## src/rtl/la_capture_engine.sv

```systemverilog
// la_capture_engine: NUM_CH-lane sample capture into an external RAM ring with a programmable
// pre/post-trigger split, edge/pattern/force trigger and a handshaked per-channel readout.
module la_capture_engine #(
  parameter int NUM_CH  = 5,
  parameter int W       = 8,
  parameter int ENTRIES = 384,
  parameter int LOG2    = 9,
  parameter int LOG2CH  = 3
) (
  input  logic                clk,
  input  logic                rst,
  input  logic                arm,
  input  logic                abort,
  input  logic [1:0]          trig_mode,
  input  logic [LOG2CH-1:0]   trig_ch,
  input  logic [NUM_CH-1:0]   trig_mask,
  input  logic [NUM_CH-1:0]   trig_match,
  input  logic [LOG2-1:0]     trig_pos,
  input  logic                wrt_smpl,
  input  logic [NUM_CH*W-1:0] smpl_din,
  input  logic [NUM_CH-1:0]   trig_in,
  output logic                we,
  output logic [LOG2-1:0]     waddr,
  output logic [NUM_CH*W-1:0] wdata,
  output logic [LOG2-1:0]     raddr,
  input  logic [NUM_CH*W-1:0] rdata,
  input  logic                dump,
  input  logic [LOG2CH-1:0]   dump_ch,
  output logic [W-1:0]        out_data,
  output logic                out_vld,
  input  logic                out_rdy,
  output logic                busy,
  output logic                triggered,
  output logic                done
);

  typedef enum logic [2:0] {IDLE, PRE, ARMED, POST, DONE, RD, LAT, SEND} state_t;

  localparam logic [LOG2-1:0] LAST = LOG2'(ENTRIES - 1);
  localparam logic [LOG2:0]   ENT  = (LOG2 + 1)'(ENTRIES);

  state_t              state;
  logic [LOG2-1:0]     wptr, pre_cnt, tpe, oldest, rd_ptr, rd_cnt;
  logic [LOG2:0]       post_cnt;
  logic [1:0]          mode;
  logic [LOG2CH-1:0]   tch, dch;
  logic [NUM_CH-1:0]   mask, match, prev;
  logic                prev_valid;

  logic [LOG2-1:0]     tpe_in, wptr_nxt, rd_ptr_nxt;
  logic [LOG2:0]       post_need;
  logic                cur_bit, prev_bit, ch_ok, fire, capturing;
  logic [W-1:0]        lane;

  always_comb begin
    tpe_in     = (trig_pos > LAST) ? LAST : trig_pos;
    wptr_nxt   = (wptr == LAST) ? '0 : wptr + LOG2'(1);
    rd_ptr_nxt = (rd_ptr == LAST) ? '0 : rd_ptr + LOG2'(1);
    post_need  = ENT - {1'b0, tpe};
    capturing  = (state == PRE) || (state == ARMED) || (state == POST);
    cur_bit    = 1'b0;
    prev_bit   = 1'b0;
    ch_ok      = 1'b0;
    lane       = '0;
    // Out-of-range channel selects leave ch_ok low / lane zero.
    for (int k = 0; k < NUM_CH; k++) begin
      if (tch == LOG2CH'(k)) begin
        cur_bit  = trig_in[k];
        prev_bit = prev[k];
        ch_ok    = 1'b1;
      end
      if (dch == LOG2CH'(k)) lane = rdata[k*W +: W];
    end
    fire = 1'b0;
    case (mode)
      2'b00:   fire = ch_ok & prev_valid & ~prev_bit & cur_bit;
      2'b01:   fire = ch_ok & prev_valid & prev_bit & ~cur_bit;
      2'b10:   fire = (((trig_in ^ match) & mask) == '0);
      default: fire = 1'b1;
    endcase
  end

  always_ff @(posedge clk) begin
    if (rst) begin
      state      <= IDLE;
      we         <= 1'b0;
      waddr      <= '0;
      wdata      <= '0;
      raddr      <= '0;
      out_data   <= '0;
      out_vld    <= 1'b0;
      busy       <= 1'b0;
      triggered  <= 1'b0;
      done       <= 1'b0;
      wptr       <= '0;
      pre_cnt    <= '0;
      post_cnt   <= '0;
      tpe        <= '0;
      oldest     <= '0;
      rd_ptr     <= '0;
      rd_cnt     <= '0;
      mode       <= 2'b00;
      tch        <= '0;
      dch        <= '0;
      mask       <= '0;
      match      <= '0;
      prev       <= '0;
      prev_valid <= 1'b0;
    end else begin
      we <= 1'b0;
      if (abort) begin
        state     <= IDLE;
        busy      <= 1'b0;
        done      <= 1'b0;
        triggered <= 1'b0;
        out_vld   <= 1'b0;
      end else if (arm && !(state inside {RD, LAT, SEND})) begin
        wptr       <= '0;
        waddr      <= '0;
        pre_cnt    <= '0;
        post_cnt   <= '0;
        triggered  <= 1'b0;
        prev_valid <= 1'b0;
        mode       <= trig_mode;
        tch        <= trig_ch;
        mask       <= trig_mask;
        match      <= trig_match;
        tpe        <= tpe_in;
        state      <= (tpe_in == '0) ? ARMED : PRE;
        busy       <= 1'b1;
        done       <= 1'b0;
      end else begin
        if (wrt_smpl && capturing) begin
          we         <= 1'b1;
          waddr      <= wptr;
          wdata      <= smpl_din;
          wptr       <= wptr_nxt;
          prev       <= trig_in;
          prev_valid <= 1'b1;
        end
        case (state)
          PRE: if (wrt_smpl) begin
            pre_cnt <= pre_cnt + LOG2'(1);
            if (pre_cnt + LOG2'(1) == tpe) state <= ARMED;
          end
          ARMED: if (wrt_smpl && fire) begin
            triggered <= 1'b1;
            post_cnt  <= (LOG2 + 1)'(1);
            // With a maximal pre-trigger split the trigger sample alone completes the ring.
            if (post_need == (LOG2 + 1)'(1)) begin
              oldest <= wptr_nxt;
              state  <= DONE;
              busy   <= 1'b0;
              done   <= 1'b1;
            end else begin
              state <= POST;
            end
          end
          POST: if (wrt_smpl) begin
            post_cnt <= post_cnt + (LOG2 + 1)'(1);
            if (post_cnt + (LOG2 + 1)'(1) == post_need) begin
              oldest <= wptr_nxt;
              state  <= DONE;
              busy   <= 1'b0;
              done   <= 1'b1;
            end
          end
          DONE: if (dump) begin
            dch    <= dump_ch;
            rd_ptr <= oldest;
            rd_cnt <= '0;
            raddr  <= oldest;
            done   <= 1'b0;
            state  <= RD;
          end
          RD: state <= LAT;
          LAT: begin
            out_data <= lane;
            out_vld  <= 1'b1;
            state    <= SEND;
          end
          SEND: if (out_rdy) begin
            out_vld <= 1'b0;
            rd_ptr  <= rd_ptr_nxt;
            rd_cnt  <= rd_cnt + LOG2'(1);
            if (rd_cnt == LAST) begin
              state <= DONE;
              done  <= 1'b1;
            end else begin
              raddr <= rd_ptr_nxt;
              state <= RD;
            end
          end
          default: ;
        endcase
      end
    end
  end

endmodule

```

## config.mk

```make
export PLATFORM = sky130hd
export DESIGN_NAME = la_capture_engine
export DESIGN_NICKNAME = d
export VERILOG_FILES = /design/src/rtl/la_capture_engine.sv
export SDC_FILE = /design/constraint.sdc
export NUM_CORES = 1
export LEC_CHECK = 0
export BUFFER_PORTS_ARGS = -buffer_cell sky130_fd_sc_hd__buf_2
export CORE_ASPECT_RATIO = 0.6
export CORE_UTILIZATION = 58
export DETAILED_ROUTE_END_ITERATION = 8
export PLACE_DENSITY = 0.93
export SETUP_SLACK_MARGIN = 0.05
export SLEW_MARGIN = 20
export SYNTH_ARGS = -nofsm -noshare
export SYNTH_HDL_FRONTEND = slang
export SYNTH_SLANG_ARGS = --single-unit
```

## constraint.sdc

```tcl
create_clock -name clk -period 5.7 [get_ports clk]
set_input_delay 0.57 -clock clk [delete_from_list [all_inputs] [get_ports clk]]
set_output_delay 0.57 -clock clk [all_outputs]
set_load 0.1 [all_outputs]
```

==> impl_metrics.json, run 1 <==
{
  "viasPerCell": 5.93,
  "gp_congestion": 0.955,
  "min_period_ns": 3.17,
  "fp.dieH_um": 92.7,
  "cts-root-buf": "clkbuf_16",
  "grt_util_met2": 0.487,
  "cts_hold_buf": 0,
  "yosysTopAreaCellShare": 0.407,
  "synth_area_per_cell_um2": 8.18,
  "grt_max_degree": 86,
  "p_sw_frac": 0.266,
  "ir_drop_mv": 0.155,
  "rsz0062_at_grt": "no",
  "drt_pass1_iterations": 5,
  "io_buffers": 189,
  "cts_setup_buffers": 0,
  "io_pins": 190,
  "dieArea_um2": 14200,
  "grt_use_met3": 0.0842,
  "hold_viol": 0,
  "synth_common_cells": "nand2_1 (190), dfxtp_1 (162), nor2_1 (96), a21oi_1 (94), clkbuf_1 (56)",
  "cts_max_level": 4,
  "endpoint_kind": "flip-flop",
  "path_max_fanout": 9,
  "grt_overflow_total": 0,
  "ys_warn_count": 0,
  "setup_tns_ns": 0,
  "num_rows": 32,
  "grtUsageTotal": 0.307,
  "cp-start-kind": "flip-flop",
  "wl_per_cell_um": 16.7,
  "tightest_slew_ns": 1.10,
  "path_class": "reg2reg",
  "combPwrFrac": 0.095,
  "drt_wl_total_um": 21800,
  "p_leak_nw": 3.82,
  "drv_cap": 0,
  "vias": 7756,
  "min_path_type": "in2reg",
  "relSlewSlack": 0.263,
  "fmax_mhz": 315,
  "synthArstFlopShare": 0,
  "drive_above_1_share": 0.226,
  "drc": 0,
  "total_power_w": 0.00247,
  "intPower_w": 0.00181,
  "grt_pass1_wl_um": 34600,
  "ys_seq_area_frac": 0.407,
  "synth_cell_types": 73,
  "busiest_layer": "met2",
  "setup_viol_count_final": 0,
  "finClkSkew_ns": 0.0126,
  "cp.arrival_ns": 3.47,
  "start_util": 0.608,
  "synth_cells": 973,
  "grt_pass1_vias": 7054,
  "cts_tree": "built",
  "synth_edf_count": 0,
  "core_um2": 13100,
  "numCtsBuffers": 17,
  "synthToLayoutAreaGrowth_pct": 19.4,
  "synth_nets": 1099,
  "seqPwrFrac": 0.473,
  "power.switching_w": 0.000657,
  "die_w_um": 153,
  "synth_seq_cells": 162,
  "cts_buffer_depth": 2,
  "drtIter0Drc": 825,
  "synth.most_common_cell": "nand2_1",
  "synth_area_leader_cell": "dfxtp_1",
  "dp.cells": 1276,
  "cts_resized": 0,
  "final.setup.worst_slack_ns": 2.53,
  "ys.flop_type": "dfxtp_1",
  "place_hpwl_um": 15400,
  "required_ns": 6.00,
  "drtAntennaViolNets": 0,
  "p_per_area_nw_per_um2": 260,
  "clk_pin_slew_ns": 0.07,
  "synth_area_um2": 7960,
  "maxSlewViolCount": 0,
  "pre_cts_ws_ns": 2.58,
  "clock-sinks": 162,
  "final_cell_count_no_fill": 1309,
  "antenna_found_initial": 1,
  "clockPowerShare": 0.432,
  "nNetsFinal": 1251,
  "insertion_delay_ns": 0.43,
  "synth.top_cells.by_area": "dfxtp_1 (41%), nand2_1 (9.0%), a21oi_1 (5.9%)",
  "grt_util_met1": 0.406,
  "period_share": 0.556,
  "outcome": "complete, no violations"
}
-- stage by stage --
step / instance area (um^2) / hold slack [ns] / utilization
finish: 9500 / 0.373 / 0.726
global route: 9500 / 0.370 / 0.726
CTS: 9500 / 0.365 / 0.725
detailed placement: 8940 / 0.443 / 0.683
global placement: 8940 / 0.438 / 0.683
floorplan: 7960 / 0.432 / -
-- path summary, 6_finish.rpt --
path,start,endpoint,slack [ns],depth (start not counted)
max,tpe[0],oldest[4],2.53,9
min,smpl_din[37],wdata[37],0.37,3
max reg2reg,tpe[0],oldest[4],2.53,9
min reg2reg,wdata[1],wdata[1],0.45,2
-- routing by layer --
metal | share of wire | vias to the layer above
met5 | 0.00060 | -
met4 | 0.015 | 2
met3 | 0.092 | 33
met2 | 0.46 | 397
met1 | 0.43 | 3605
li1 | - | 3719
-- worst max-delay path, cell delays in order (launching register included) --
cell and delay [ns]:
dfxtp_1 0.55, inv_1 0.12, ha_1 0.26, nor3b_2 0.21
xnor2_1 0.29, xnor2_1 0.16, nand3_1 0.12, nor4_1 0.69
o311ai_4 0.28, mux2_2 0.37
-- flip-flops by register name, summed over array words and instances (netlist names), 3 cells and up --
name,count
wdata,40
post_cnt,10
oldest,9
pre_cnt,9
raddr,9
rd_cnt,9
rd_ptr,9
tpe,9
waddr,9
wptr,9
out_data,8
mask,5
match,5
prev,5
dch,3
state,3
tch,3
-- power groups by stage --
stage	Sequential, W	Combinational [W]	Clock [W]
after floorplan	0.00120	0.000138	0
after global placement	0.00119	0.000222	0
after detailed placement	0.00119	0.000227	0
after CTS	0.00117	0.000230	0.00107
after global routing	0.00117	0.000250	0.00113
final	0.00117	0.000233	0.00107
-- cells by family after synthesis --
| logic type | synth area share |
|---|---|
| AND/OR/NAND/NOR | 0.238 |
| AO/OA/AOI/OAI | 0.179 |
| flip-flops | 0.407 |
| buffers and inverters | 0.0377 |
| XOR/XNOR | 0.0692 |
| multiplexers | 0.0574 |
| adder cells (fa/ha/maj) | 0.0110 |
-- placed cells by master, fill, tap and decap left out, drive strengths merged, types with 6 or more instances in the layout --
cell type / count
a211oi: 27
a21oi: 94
a22o: 10
a22oi: 13
a31oi: 7
and3: 13
buf: 195
clkbuf: 18
clkinv: 8
dfxtp: 162
ha: 7
inv: 18
mux2i: 22
mux4: 9
nand2: 190
nand2b: 7
nand3: 30
nor2: 97
nor2b: 9
nor3: 21
nor4: 6
o21ai: 37
or3: 7
xnor2: 30
xor2: 20
-- cell type report --
class	instances	area (um^2)
multi-input combinational	734	4440
antenna	1	2.50
fill	971	3590
clock buffer	18	429
clock inverter	14	125
inverter	15	56.3
sequential	162	3240
tap	170	213
timing repair buffer	195	993
Power figures use the tool's default switching activity.
==> inputs of run 2 (changes only) <==
--- a/config.mk
+++ b/config.mk
@@ -5,11 +5,12 @@
 export SDC_FILE = /design/constraint.sdc
 export NUM_CORES = 1
 export LEC_CHECK = 0
+export ABC_AREA = 1
 export BUFFER_PORTS_ARGS = -buffer_cell sky130_fd_sc_hd__buf_2
 export CORE_ASPECT_RATIO = 0.6
-export CORE_UTILIZATION = 58
+export CORE_UTILIZATION = 49
 export DETAILED_ROUTE_END_ITERATION = 8
-export PLACE_DENSITY = 0.93
+export PLACE_DENSITY = 0.85
 export SETUP_SLACK_MARGIN = 0.05
 export SLEW_MARGIN = 20
 export SYNTH_ARGS = -nofsm -noshare
==> constraint.sdc (replaced) <==
create_clock -name clk -period 2.75 [get_ports clk]
set_input_delay 0.275 -clock clk [delete_from_list [all_inputs] [get_ports clk]]
set_output_delay 0.275 -clock clk [all_outputs]
set_load 0.1 [all_outputs]
==> run 2 against run 1 <==
Effect of this change:
- non-clock buffer count increased by 6
- die area rose by 20%
- power rose by 140%
- register-to-register slack got worse by 2.2 ns
- first-iteration DRC count shrank 1.1%
- worst hold slack lost 0.31 ns
- core utilization shrank 10 points
- largest cell class unchanged
- sequential share of layout area fell by 0.97 points
==> impl_metrics.json, run 2 <==
{
  "drt_pass1_iterations": 7,
  "fp.dieH_um": 101,
  "dp.cells": 1546,
  "drtIter0Drc": 816,
  "p_per_area_nw_per_um2": 616,
  "synth_edf_count": 0,
  "cts_buffer_depth": 2,
  "top_register": "wdata",
  "drc": 0,
  "cts_max_level": 4,
  "core_um2": 15700,
  "synth.top_cells.by_area": "dfxtp_1 (40%), nand2_1 (10%), nor2_1 (9.4%)",
  "cp.arrival_ns": 2.77,
  "critPathSlowestCell": "dfxtp_1",
  "clock-sinks": 162,
  "path_class": "reg2reg",
  "synth.most_common_cell": "nand2_1",
  "start_util": 0.513,
  "viasPerCell": 5.32,
  "num_rows": 35,
  "synth_area_um2": 8070,
  "ys_warn_count": 0,
  "final_core_util": 0.622,
  "fmax_mhz": 409,
  "ff2ff_setup_slack_ns": 0.30,
  "largest_reg_flops": 40,
  "hold_start": "smpl_din[13]",
  "synthSimpleGateAreaFrac": 0.306,
  "wl_per_cell_um": 14.1,
  "maxSlewViolCount": 0,
  "final.setup.worst_slack_ns": 0.305,
  "cp-start-kind": "flip-flop",
  "clockPowerShare": 0.399,
  "outcome": "complete, no violations",
  "layout_common_cells": "nand2_1 (221), nor2_1 (201), buf_2 (189)",
  "nNetsFinal": 1491,
  "period_share": 0.889,
  "cts_tree": "built",
  "cpMostUsedCell": "inv_2",
  "yosysTopAreaCellShare": 0.402,
  "required_ns": 3.07,
  "ys_seq_area_frac": 0.402,
  "antenna_found_initial": 1,
  "drt_wl_total_um": 22300,
  "synth_fa_ha_area_frac": 0.0108,
  "io_buffers": 189,
  "p_leak_nw": 4.52,
  "min_path_type": "in2reg",
  "critical_path.top_delay_family": "buffers and inverters",
  "grtUsageTotal": 0.262,
  "synthToLayoutAreaGrowth_pct": 21.2,
  "setup_tns_ns": 0,
  "tightest_slew_ns": 0.603,
  "final_cell_count_no_fill": 1581,
  "synth_xor_area_frac": 0.0195,
  "drive_above_1_share": 0.198,
  "die_w_um": 168,
  "grt_pass1_vias": 7312,
  "endpoint_kind": "flip-flop",
  "dieArea_um2": 17000,
  "intPower_w": 0.00402,
  "r2r_start": "state[2]",
  "synth_cells": 1189,
  "insertion_delay_ns": 0.44,
  "grt_overflow_total": 0,
  "combPwrFrac": 0.182,
  "ir_drop_mv": 0.390,
  "grt_pass1_wl_um": 35700,
  "synth_seq_cells": 162,
  "pre_cts_ws_ns": 0.208,
  "final_common_cell": "nand2_1",
  "crit_start": "state[2]",
  "top_regs": "wdata (40), post_cnt (10)",
  "grt_max_degree": 66,
  "setup_viol_count_final": 0,
  "critPathBufInv": 3,
  "synth_area_leader_cell": "dfxtp_1",
  "seqPwrFrac": 0.419,
  "relSlewSlack": 0.595,
  "power.switching_w": 0.00201,
  "rsz0062_at_grt": "no",
  "synth_top_family_by_area": "simple AND/OR/NAND/NOR gates",
  "path_max_fanout": 19,
  "cts_hold_buf": 0,
  "clk_pin_slew_ns": 0.07,
  "synthArstFlopShare": 0,
  "finClkSkew_ns": 0.0145,
  "synth_compound_area_frac": 0.172,
  "min_period_ns": 2.45,
  "drv_cap": 0,
  "cts-root-buf": "clkbuf_16",
  "synth_nets": 1315,
  "place_hpwl_um": 16300,
  "synth_cell_types": 50,
  "ys.flop_type": "dfxtp_1",
  "synth_area_per_cell_um2": 6.79,
  "max_stage_delay_ns": 0.57,
  "drtAntennaViolNets": 0,
  "n_antenna_cell": 0,
  "synth_common_cells": "nand2_1 (223), nor2_1 (203), dfxtp_1 (162), inv_1 (126), o21ai_0 (126)",
  "synthMuxAreaShare": 0,
  "hold_viol": 0,
  "io_pins": 190,
  "crit_chain": "inv_4, o21ai_4, inv_2, nor2_8, nand3_4, inv_2, nand2_4, nand2_2, a21oi_1, o21a_1",
  "p_sw_frac": 0.333,
  "vias": 8405,
  "numCtsBuffers": 17,
  "gp_congestion": 0.939
}
-- run 2: per-stage QoR --
step	total power [W]	instance area [um^2]	hold WS, ns
after floorplan	0.00338	8070	0.364
after global placement	0.00364	9140	0.441
after detailed placement	0.00365	9140	0.444
after CTS	0.00602	9730	0.0539
after global routing	0.00626	9780	0.0611
final	0.00603	9780	0.0630
-- run 2: worst min-delay path: stages --
cell,delay [ns]
buf_2,0.07
nor2_1,0.03
nor2_1,0.08
-- run 2: layout make-up --
class / instances / area (um^2)
well taps: 203 / 254
flip-flops and latches: 162 / 3240
multi-input cells: 849 / 4140
inverters: 134 / 505
clock inverters: 15 / 168
fillers: 1408 / 5940
repair buffers: 201 / 1050
clock buffers: 17 / 425
-- run 2: repair_timing --
| item | in CTS | in global routing |
|---|---|---|
| buffers inserted | 0 | 2 |
| resized for setup | 0 | 7 |
| setup endpoints to repair | 0 | 18 |
-- run 2: logic make-up (layout without fill, tap and decap cells) --
kind of cell             Yosys count  after routing
AO/OA/AOI/OAI                    254            254
XOR/XNOR                          18             18
adder cells (fa/ha/maj)            7              7
buffers and inverters            179            367
flip-flops                       162            162
AND/OR/NAND/NOR                  569            570
-- run 2: path summary, 6_finish.rpt --
check,end,cells past startpoint
setup / recovery,rd_cnt[8],10
hold / removal,wdata[13],3
setup reg to reg,rd_cnt[8],10
hold reg to reg,prev[1],2
-- run 2: power by group through the flow --
| stage | Clock [W] | Sequential, W | Combinational (W) |
|---|---|---|---|
| CTS | 0.00242 | 0.00252 | 0.00108 |
| global placement | 0 | 0.00257 | 0.00106 |
| detailed placement | 0 | 0.00257 | 0.00108 |
| global route | 0.00253 | 0.00254 | 0.00119 |
| floorplan | 0 | 0.00292 | 0.000463 |
| finish | 0.00241 | 0.00253 | 0.00110 |
-- run 2: metal layers --
metal	track usage	up-vias	share of wire
met3	0.0574	45	0.087
met5	0	-	0.00063
met4	0.0840	2	0.019
met1	0.364	3701	0.47
li1	-	4254	-
met2	0.406	403	0.43
==> inputs of run 3 (changes only) <==
--- a/config.mk
+++ b/config.mk
@@ -8,9 +8,9 @@
 export ABC_AREA = 1
 export BUFFER_PORTS_ARGS = -buffer_cell sky130_fd_sc_hd__buf_2
 export CORE_ASPECT_RATIO = 0.6
-export CORE_UTILIZATION = 49
+export CORE_UTILIZATION = 58
 export DETAILED_ROUTE_END_ITERATION = 8
-export PLACE_DENSITY = 0.85
+export PLACE_DENSITY = 0.93
 export SETUP_SLACK_MARGIN = 0.05
 export SLEW_MARGIN = 20
 export SYNTH_ARGS = -nofsm -noshare
==> constraint.sdc (replaced) <==
create_clock -name clk -period 2.9 [get_ports clk]
set_input_delay 0.29 -clock clk [delete_from_list [all_inputs] [get_ports clk]]
set_output_delay 0.29 -clock clk [all_outputs]
set_load 0.1 [all_outputs]
==> run 3 against run 2 <==
Effect of this change:
- combinational power decreased by 5%
- sequential power down 5%
- die area is 15% lower
- clock power shrank 7%
- worst setup slack better by 0.036 ns
- first-iteration DRC count rose by 2.7%
- worst hold slack improved by 0.021 ns
- clock skew fell by 0.0050 ns
- critical path depth rose by 5
- clock-buffer cell count increased by 4
- sequential cell count did not move
- design area decreased by 0.98%
- largest power group unchanged
- highest routed layer is now met4
==> impl_metrics.json, run 3 (synthesized netlist as in run 2, its figures left out) <==
{
  "cts-root-buf": "clkbuf_16",
  "start_util": 0.611,
  "outcome": "complete, no violations",
  "maxSlewViolCount": 0,
  "critical_path.top_delay_family": "simple AND/OR/NAND/NOR gates",
  "combPwrFrac": 0.182,
  "numCtsBuffers": 17,
  "busiest_layer": "met2",
  "core_um2": 13200,
  "min_period_ns": 2.56,
  "cts_max_level": 4,
  "layout_common_cells": "nand2_1 (223), nor2_1 (203), buf_2 (189)",
  "total_power_w": 0.00568,
  "dieArea_um2": 14400,
  "critPathSlowestCell": "dfxtp_2",
  "drtIter0Drc": 838,
  "clk_pin_slew_ns": 0.06,
  "clock-sinks": 162,
  "insertion_delay_ns": 0.43,
  "hold_viol": 0,
  "wl_per_cell_um": 14.5,
  "io_pins": 190,
  "relSlewSlack": 0.406,
  "nNetsFinal": 1488,
  "r2r_start": "post_cnt[0]",
  "endpoint_kind": "flip-flop",
  "grt_use_met3": 0.0741,
  "p_sw_frac": 0.318,
  "place_hpwl_um": 16300,
  "cp.arrival_ns": 2.91,
  "final_core_util": 0.733,
  "rsz0062_at_grt": "no",
  "viasPerCell": 5.49,
  "cts_setup_buffers": 0,
  "grt_max_degree": 49,
  "ff2ff_setup_slack_ns": 0.34,
  "largest_reg_flops": 40,
  "grt_pass1_vias": 7947,
  "drive_above_1_share": 0.193,
  "period_share": 0.882,
  "required_ns": 3.25,
  "top_regs": "wdata (40), post_cnt (10)",
  "ir_drop_mv": 0.377,
  "grt_util_met2": 0.519,
  "drt_wl_total_um": 22400,
  "p_per_area_nw_per_um2": 586,
  "n_antenna_cell": 0,
  "grt_overflow_total": 0,
  "path_max_fanout": 17,
  "synthToLayoutAreaGrowth_pct": 20.0,
  "cp-start-kind": "flip-flop",
  "io_buffers": 189,
  "path_class": "reg2reg",
  "die_w_um": 154,
  "r2r_end": "oldest[5]",
  "max_stage_delay_ns": 0.42,
  "r2r_cells": 15,
  "p_leak_nw": 4.51,
  "num_rows": 32,
  "power.switching_w": 0.00180,
  "antenna_found_initial": 0,
  "drtAntennaViolNets": 0,
  "crit_start": "post_cnt[0]",
  "clockPowerShare": 0.396,
  "tightest_slew_ns": 0.887,
  "top_register": "wdata",
  "drc": 0,
  "seqPwrFrac": 0.422,
  "min_path_type": "in2reg",
  "cpMostUsedCell": "nand2_1",
  "final_common_cell": "nand2_1",
  "crit_chain": "ha_1, nand2_1, nor2_2, nand2_1, nand2_1, nand2_1, nand3_1, nand2_1, nor2_1, nand4_1, nand2_1, nand4_4, nand2_1, nand2_1, nor2_1",
  "intPower_w": 0.00388,
  "crit_end": "oldest[5]",
  "critPathBufInv": 0,
  "grtUsageTotal": 0.324,
  "final_cell_count_no_fill": 1545,
  "path_depth": 15,
  "grt_util_met1": 0.427,
  "drt_pass1_iterations": 6,
  "cts_tree": "built",
  "dp.cells": 1513,
  "grt_pass1_wl_um": 37300,
  "cts_buffer_depth": 2,
  "finClkSkew_ns": 0.00954,
  "drv_cap": 0,
  "setup_viol_count_final": 0,
  "gp_congestion": 0.945,
  "vias": 8481,
  "fmax_mhz": 391,
  "fp.dieH_um": 93.4,
  "setup_tns_ns": 0
}
## run 3: worst min path at each step
stage                       startpoint   endpoint  slack (ns)  depth (start not counted)
after detailed placement       prev[0]    prev[0]        0.45                          2
after global placement         prev[0]    prev[0]        0.44                          2
final                     smpl_din[12]  wdata[12]        0.08                          3
after CTS                 smpl_din[12]  wdata[12]        0.08                          3
after global routing       smpl_din[5]   wdata[5]         0.1                          3
after floorplan                out_rdy    out_vld        0.38                          1
## run 3: power groups by stage
stage | combinational (W) | sequential [W] | clock, W
after global routing | 0.00112 | 0.00241 | 0.00236
final | 0.00104 | 0.00240 | 0.00225
after global placement | 0.00100 | 0.00244 | 0
after floorplan | 0.000439 | 0.00277 | 0
after CTS | 0.00102 | 0.00239 | 0.00227
after detailed placement | 0.00102 | 0.00244 | 0
## run 3: worst reg2reg max path, cell delays in order (launching register included)
cell	delay, ns
dfxtp_2	0.42
ha_1	0.28
nand2_1	0.12
nor2_2	0.18
nand2_1	0.10
nand2_1	0.08
nand2_1	0.07
nand3_1	0.08
nand2_1	0.05
nor2_1	0.08
nand4_1	0.21
nand2_1	0.18
nand4_4	0.25
nand2_1	0.16
nand2_1	0.08
nor2_1	0.15
## run 3: what timing repair did
| item | CTS | global route |
|---|---|---|
| endpoints found under the setup margin | 0 | 9 |
| resized for setup | 0 | 2 |
| hold buffers | 0 | 0 |
## run 3: final cells by class
cell class | count | area, um^2
repair buffers | 199 | 1020
flip-flops and latches | 162 | 3240
clock buffers | 21 | 480
multi-input cells | 848 | 4110
fillers | 1048 | 3520
inverters | 134 | 505
clock inverters | 11 | 118
well taps | 170 | 213
## run 3: per-stage QoR
stage                     hold WS [ns]  worst slack, ns  instance area (um^2)
after floorplan                  0.379            0.802                  8070
after global placement           0.439            0.540                  9090
after detailed placement         0.449            0.405                  9090
after CTS                       0.0771            0.294                  9680
after global routing            0.0962           0.0847                  9690
final                           0.0841            0.341                  9690
## run 3: per-layer routing
layer | part of all wire | vias up
met2 | 0.43 | 451
met1 | 0.45 | 3751
li1 | - | 4223
met3 | 0.091 | 56
met4 | 0.027 | 0
met5 | 0 | -
